## src/rtl/pipe_stage_skid_reg.sv

```systemverilog
// -----------------------------------------------------------------------------
// pipe_stage_skid_reg
//
// Generic inter-stage pipeline register with a valid/ready handshake and a
// 2-entry skid buffer (main + skid). Because in_ready is taken from a
// register, downstream back-pressure never forms a combinational path to
// upstream. A synchronous flush kills the stage contents and leaves a zeroed
// bubble. Two saturating counters record stall cycles and bubble cycles.
//
// Ports:
//   clk        in   stage clock, all state on the rising edge
//   reset      in   synchronous active-high reset, clears all state
//   flush      in   synchronous kill of stage contents
//   in_valid   in   upstream offers in_data/in_ctrl
//   in_ready   out  stage can accept (registered)
//   in_data    in   upstream data payload  [DATA_W]
//   in_ctrl    in   upstream control payload [CTRL_W]
//   out_valid  out  out_data/out_ctrl hold a live instruction (registered)
//   out_ready  in   downstream accepts
//   out_data   out  registered data payload [DATA_W]
//   out_ctrl   out  registered control payload [CTRL_W], zero when not valid
//   occupancy  out  number of entries held (0, 1 or 2)
//   stall_cnt  out  saturating count of out_valid=1 & out_ready=0 cycles
//   bubble_cnt out  saturating count of out_valid=0 & out_ready=1 cycles
// -----------------------------------------------------------------------------
module pipe_stage_skid_reg #(
   parameter int DATA_W = 32,
   parameter int CTRL_W = 13,
   parameter int CNT_W  = 16
) (
   input  logic              clk,
   input  logic              reset,
   input  logic              flush,
   input  logic              in_valid,
   output logic              in_ready,
   input  logic [DATA_W-1:0] in_data,
   input  logic [CTRL_W-1:0] in_ctrl,
   output logic              out_valid,
   input  logic              out_ready,
   output logic [DATA_W-1:0] out_data,
   output logic [CTRL_W-1:0] out_ctrl,
   output logic [1:0]        occupancy,
   output logic [CNT_W-1:0]  stall_cnt,
   output logic [CNT_W-1:0]  bubble_cnt
);

   typedef enum logic [1:0] {
      ST_EMPTY = 2'd0,
      ST_ONE   = 2'd1,
      ST_TWO   = 2'd2
   } state_e;

   state_e              state_q,      state_d;
   logic [DATA_W-1:0]   main_data_q,  main_data_d;
   logic [CTRL_W-1:0]   main_ctrl_q,  main_ctrl_d;
   logic [DATA_W-1:0]   skid_data_q,  skid_data_d;
   logic [CTRL_W-1:0]   skid_ctrl_q,  skid_ctrl_d;
   logic                out_valid_q,  out_valid_d;
   logic                in_ready_q,   in_ready_d;
   logic [CNT_W-1:0]    stall_q,      stall_d;
   logic [CNT_W-1:0]    bubble_q,     bubble_d;

   logic                in_fire_s;
   logic                out_fire_s;

   // Handshakes are formed from the registered ready/valid flags only.
   assign in_fire_s  = in_valid  & in_ready_q;
   assign out_fire_s = out_valid_q & out_ready;

   // Next-state logic for occupancy, payload storage and counters.
   always_comb begin
      state_d     = state_q;
      main_data_d = main_data_q;
      main_ctrl_d = main_ctrl_q;
      skid_data_d = skid_data_q;
      skid_ctrl_d = skid_ctrl_q;

      case (state_q)
         ST_EMPTY: begin
            if (in_fire_s) begin
               state_d     = ST_ONE;
               main_data_d = in_data;
               main_ctrl_d = in_ctrl;
            end else begin
               state_d = ST_EMPTY;
            end
         end
         ST_ONE: begin
            if (in_fire_s && out_fire_s) begin
               main_data_d = in_data;
               main_ctrl_d = in_ctrl;
            end else if (in_fire_s) begin
               // Downstream stalled: park the newcomer behind main.
               state_d     = ST_TWO;
               skid_data_d = in_data;
               skid_ctrl_d = in_ctrl;
            end else if (out_fire_s) begin
               // Main empties, so the outputs read as a zero bubble.
               state_d     = ST_EMPTY;
               main_data_d = '0;
               main_ctrl_d = '0;
            end else begin
               state_d = ST_ONE;
            end
         end
         ST_TWO: begin
            // in_ready is low here, so only a drain can happen.
            if (out_fire_s) begin
               state_d     = ST_ONE;
               main_data_d = skid_data_q;
               main_ctrl_d = skid_ctrl_q;
               skid_data_d = '0;
               skid_ctrl_d = '0;
            end else begin
               state_d = ST_TWO;
            end
         end
         default: begin
            state_d     = ST_EMPTY;
            main_data_d = '0;
            main_ctrl_d = '0;
            skid_data_d = '0;
            skid_ctrl_d = '0;
         end
      endcase

      // Flush overrides any handshake in the same cycle.
      if (flush) begin
         state_d     = ST_EMPTY;
         main_data_d = '0;
         main_ctrl_d = '0;
         skid_data_d = '0;
         skid_ctrl_d = '0;
      end else begin
         state_d = state_d;
      end

      out_valid_d = (state_d != ST_EMPTY);
      in_ready_d  = (state_d != ST_TWO);

      // Counters look at the pre-edge flags and stop at all-ones.
      if (out_valid_q && !out_ready && (stall_q != {CNT_W{1'b1}})) begin
         stall_d = stall_q + CNT_W'(1);
      end else begin
         stall_d = stall_q;
      end

      if (!out_valid_q && out_ready && (bubble_q != {CNT_W{1'b1}})) begin
         bubble_d = bubble_q + CNT_W'(1);
      end else begin
         bubble_d = bubble_q;
      end
   end

   // State register with synchronous reset.
   always_ff @(posedge clk) begin
      if (reset) begin
         state_q     <= ST_EMPTY;
         main_data_q <= '0;
         main_ctrl_q <= '0;
         skid_data_q <= '0;
         skid_ctrl_q <= '0;
         out_valid_q <= 1'b0;
         in_ready_q  <= 1'b1;
         stall_q     <= '0;
         bubble_q    <= '0;
      end else begin
         state_q     <= state_d;
         main_data_q <= main_data_d;
         main_ctrl_q <= main_ctrl_d;
         skid_data_q <= skid_data_d;
         skid_ctrl_q <= skid_ctrl_d;
         out_valid_q <= out_valid_d;
         in_ready_q  <= in_ready_d;
         stall_q     <= stall_d;
         bubble_q    <= bubble_d;
      end
   end

   assign in_ready   = in_ready_q;
   assign out_valid  = out_valid_q;
   assign out_data   = main_data_q;
   assign out_ctrl   = main_ctrl_q;
   assign occupancy  = state_q;
   assign stall_cnt  = stall_q;
   assign bubble_cnt = bubble_q;

endmodule

```

## config.mk

```make
export PLATFORM = sky130hd
export DESIGN_NAME = pipe_stage_skid_reg
export DESIGN_NICKNAME = d
export VERILOG_FILES = /design/src/rtl/pipe_stage_skid_reg.sv
export SDC_FILE = /design/constraint.sdc
export NUM_CORES = 1
export LEC_CHECK = 0
export CELL_PAD_IN_SITES_DETAIL_PLACEMENT = 0
export CELL_PAD_IN_SITES_GLOBAL_PLACEMENT = 1
export CORE_ASPECT_RATIO = 1.75
export CORE_UTILIZATION = 34
export DETAILED_ROUTE_END_ITERATION = 12
export GPL_TIMING_DRIVEN = 0
export PLACE_DENSITY_LB_ADDON = 0.1
export SYNTH_ARGS = -nofsm -noshare
export SYNTH_HDL_FRONTEND = slang
export SYNTH_SLANG_ARGS = --single-unit
```

## constraint.sdc

```tcl
create_clock -name clk -period 1.8 [get_ports clk]
set_input_delay 0.36 -clock clk [delete_from_list [all_inputs] [get_ports clk]]
set_output_delay 0.36 -clock clk [all_outputs]
set_load 0.03 [all_outputs]
```

==> flow_summary.yaml <==
worst_hold_path:
  hold-path-cell-count: 2
  worstHoldEndpoint: "skid_data_q[5]$_SDFFE_PP0P_"
  worstHoldStart: "skid_data_q[5]$_SDFFE_PP0P_"
  hold_path.class: "reg -> reg"
setup_path:
  reg2reg_to: "bubble_cnt[13]$_SDFFE_PP0P_"
  timing.critical_path.buf_inv: 1
  cpPeakStageDelay_ns: 0.66
  critical_path_arrival_ns: 1.40
  rrSetupSlack_ns: 0.08
  crit_type: "reg -> out"
  cp_top_family: "buffers and inverters"
  crit_fanout: 2
  required_ns: 1.44
  critPathSlowestCell: "clkdlybuf4s50_1"
  setup.worst_path.start_class: "register"
  reg2reg_from: "out_valid$_SDFF_PP0_"
  crit_start: "stall_cnt[8]$_SDFFE_PP0P_"
  end_kind: "primary output"
  r2r_cells: 6
  critical_path.cell_chain: "clkdlybuf4s50_1"
detailed_routing:
  first_pass_iters: 4
  drt_iter0_markers: 260
  vias_per_cell: 5.74
  wl_per_cell_um: 18.6
  drtAntennaViolNets: 0
  vias: 6071
  routed_wl_um: 19600
  post-route-drc-count: 0
cells_and_area:
  drive_above_1_share_pct: 18.2
  fin_nets: 873
  final_util_pct: 51.2
  synthToLayoutAreaGrowth_pct: 46.1
  fillers: 1613
  stdcell_area_um2: 8470
  antenna_cells: 0
logic_synthesis:
  synthTopCellsByArea: "dfxtp_1, a221o_1, nand4b_1"
  synth_edf_count: 0
  synth_top_area_share_pct: 43.5
  synth_area_per_cell_um2: 8.89
  synth-warning-count: 0
  ys.flop_type: "dfxtp_1"
  syn_area_um2: 5800
  synth-seq-cells: 126
  ys_seq_area_share_pct: 43.5
  synth_cell_types: 51
  async_reset_ff_share_pct: 0
  postSynthCellCount: 652
  synth_top_area_cell: "dfxtp_1"
  synth_nets: 704
sta:
  finalHoldViolCount: 0
  setup_viol: 0
  setup_slack_ns: 0.0413
  tns_ns: 0
  rsz0062_at_grt: "yes"
  tightest_slew_ns: 0.571
  fin_crit_sh_pct: 97.7
  finClkSkew_ns: 0.00747
  post-route-min-period_ns: 1.76
  max_freq_mhz: 569
  slew_violations: 0
  slew_headroom_pct: 61.9
floorplan:
  rows: 62
  core_area_um2: 16500
  ios: 131
  start_util_pct: 35.1
  die_height_um: 175
  dieWidth_um: 101
  die-area_um2: 17600
placement:
  dp_hpwl_um: 13700
  place_area_um2: 7410
  routabilityCongestion: 0.823
  pre_cts_ws_ns: -1.07
  port_buffers: 130
grt:
  globalRouteOverflowTotal: 0
  grt_pass1_wl_um: 31200
  grt_usage_pct: 22.7
  grt_max_degree: 17
  antenna_found_initial: 0
  grt_pass1_vias: 6057
power:
  seqPwrFrac_pct: 37.8
  vdd_ir_drop_max_mv: 0.721
  powerDensity_nw_per_um2: 896
  intPower_uw: 5730
  leakagePower_uw: 0.00352
  p_clk_share_pct: 52.1
  swShare_pct: 24.5
  p_switching_uw: 1860
  power_frac_comb_pct: 10.0
cts:
  clk_pin_slew_ns: 0.06
  clock-sinks: 126
  clock_latency_ns: 0.41
  clockBufferDepth: 2
  htree_levels: 4
  root_buffer: "clkbuf_16"
  cts_tree: "done"
  numCtsBuffers: 17
status:
  status: "completed"
run:
  maxCapViolations: 0
[how the worst max path moves through the flow]
stage	cells past startpoint	slack [ns]	to
detailed placement	6	-1.07	out_data[6]$_SDFFE_PP0P_
CTS	1	0.0003	out_data[9]
finish	1	0.04	stall_cnt[8]
global placement	6	-0.99	out_data[1]$_SDFFE_PP0P_
floorplan	6	-0.02	out_ctrl[0]$_SDFFE_PP0P_
global route	5	-0.02	bubble_cnt[4]$_SDFFE_PP0P_
[stage by stage]
stage	hold WS, ns	total power (uW)	cells
6_report	0.476	7590	1058
5_1_grt	0.490	7840	1058
4_1_cts	0.475	7640	1048
3_5_place_dp	0.459	3670	1006
3_3_place_gp	0.451	3660	1006
2_1_floorplan	0.445	3310	652
[state kept, by name, indices dropped and copies added (netlist names)]
signal and flops:
bubble_cnt 16, in_ready 1, occupancy 2, out_ctrl 13, out_data 32, out_valid 1, skid_ctrl_q 13, skid_data_q 32
stall_cnt 16
[cells in the mapped netlist, drive strengths merged (2+ instances only)]
cell type,number
a21oi,68
a221o,44
a22oi,44
a31oi,3
and2,2
and3,4
and4,3
buf,14
clkbuf,48
dfxtp,126
ha,2
inv,5
mux2,8
nand2,15
nand2b,3
nand3,11
nand3b,2
nand4,12
nand4b,46
nor2,62
nor2b,12
nor3,7
nor4,9
o21ai,53
o21bai,3
o31ai,10
or2,2
or3,10
or4,9
[layout by cell type (no fill, tap or decap), types with 15 or more instances in the layout]
| master | n |
|---|---|
| a221o_1 | 44 |
| nand4b_1 | 46 |
| clkdlybuf4s50_1 | 47 |
| dfxtp_1 | 110 |
| dlymetal6s2s_1 | 20 |
| a22oi_1 | 44 |
| a21oi_1 | 67 |
| clkbuf_16 | 17 |
| buf_4 | 27 |
| o21ai_0 | 53 |
| nand2_1 | 15 |
| clkbuf_2 | 28 |
| nor2_1 | 59 |
| dlygate4sd2_1 | 62 |
[routing by layer]
metal | part of all wire (%) | wire length (um) | up-vias | track usage (%)
li1 | - | - | 2872 | -
met5 | 0 | 0 | - | 0
met1 | 39 | 7740 | 2987 | 25.2
met3 | 4.9 | 956 | 31 | 4.44
met2 | 53 | 10400 | 181 | 41.2
met4 | 2.8 | 541 | 0 | 9.72
[power groups by stage]
stage / combinational [uW] / sequential, uW / clock, uW
3_5_place_dp: 733 / 2940 / 0
3_3_place_gp: 725 / 2940 / 0
2_1_floorplan: 287 / 3020 / 0
5_1_grt: 816 / 2880 / 4150
6_report: 760 / 2870 / 3960
4_1_cts: 738 / 2880 / 4020
[final cells by class]
class                   count  area, um2  area share [%]
well taps                 224        280            3.31
repair buffers            152       1440            17.1
flip-flops and latches    126       2560            30.3
multi-input cells         459       3180            37.6
clock buffers              20        467            5.51
clock inverters            12        203            2.39
plain buffers              60        312            3.68
inverters                   5       18.8           0.222
[kinds of logic (layout without fill, tap and decap cells)]
group	after synthesis	in the layout	share of synthesized area [%]
AO/OA/AOI/OAI	235	235	27.4
adder cells (fa/ha/maj)	2	2	0.432
buffers and inverters	67	249	4.77
flip-flops	126	126	43.5
multiplexers	9	9	1.73
AND/OR/NAND/NOR	213	213	22.1
[what timing repair did]
action | 4_1_cts | 5_1_grt
pin swaps | 5 | 9
resized for setup | 114 | 69
hold buffers | 0 | 0
setup buffers | 12 | 10
endpoints found under the setup margin | 183 | 123
Note: power is estimated with default switching activity, not from simulation.
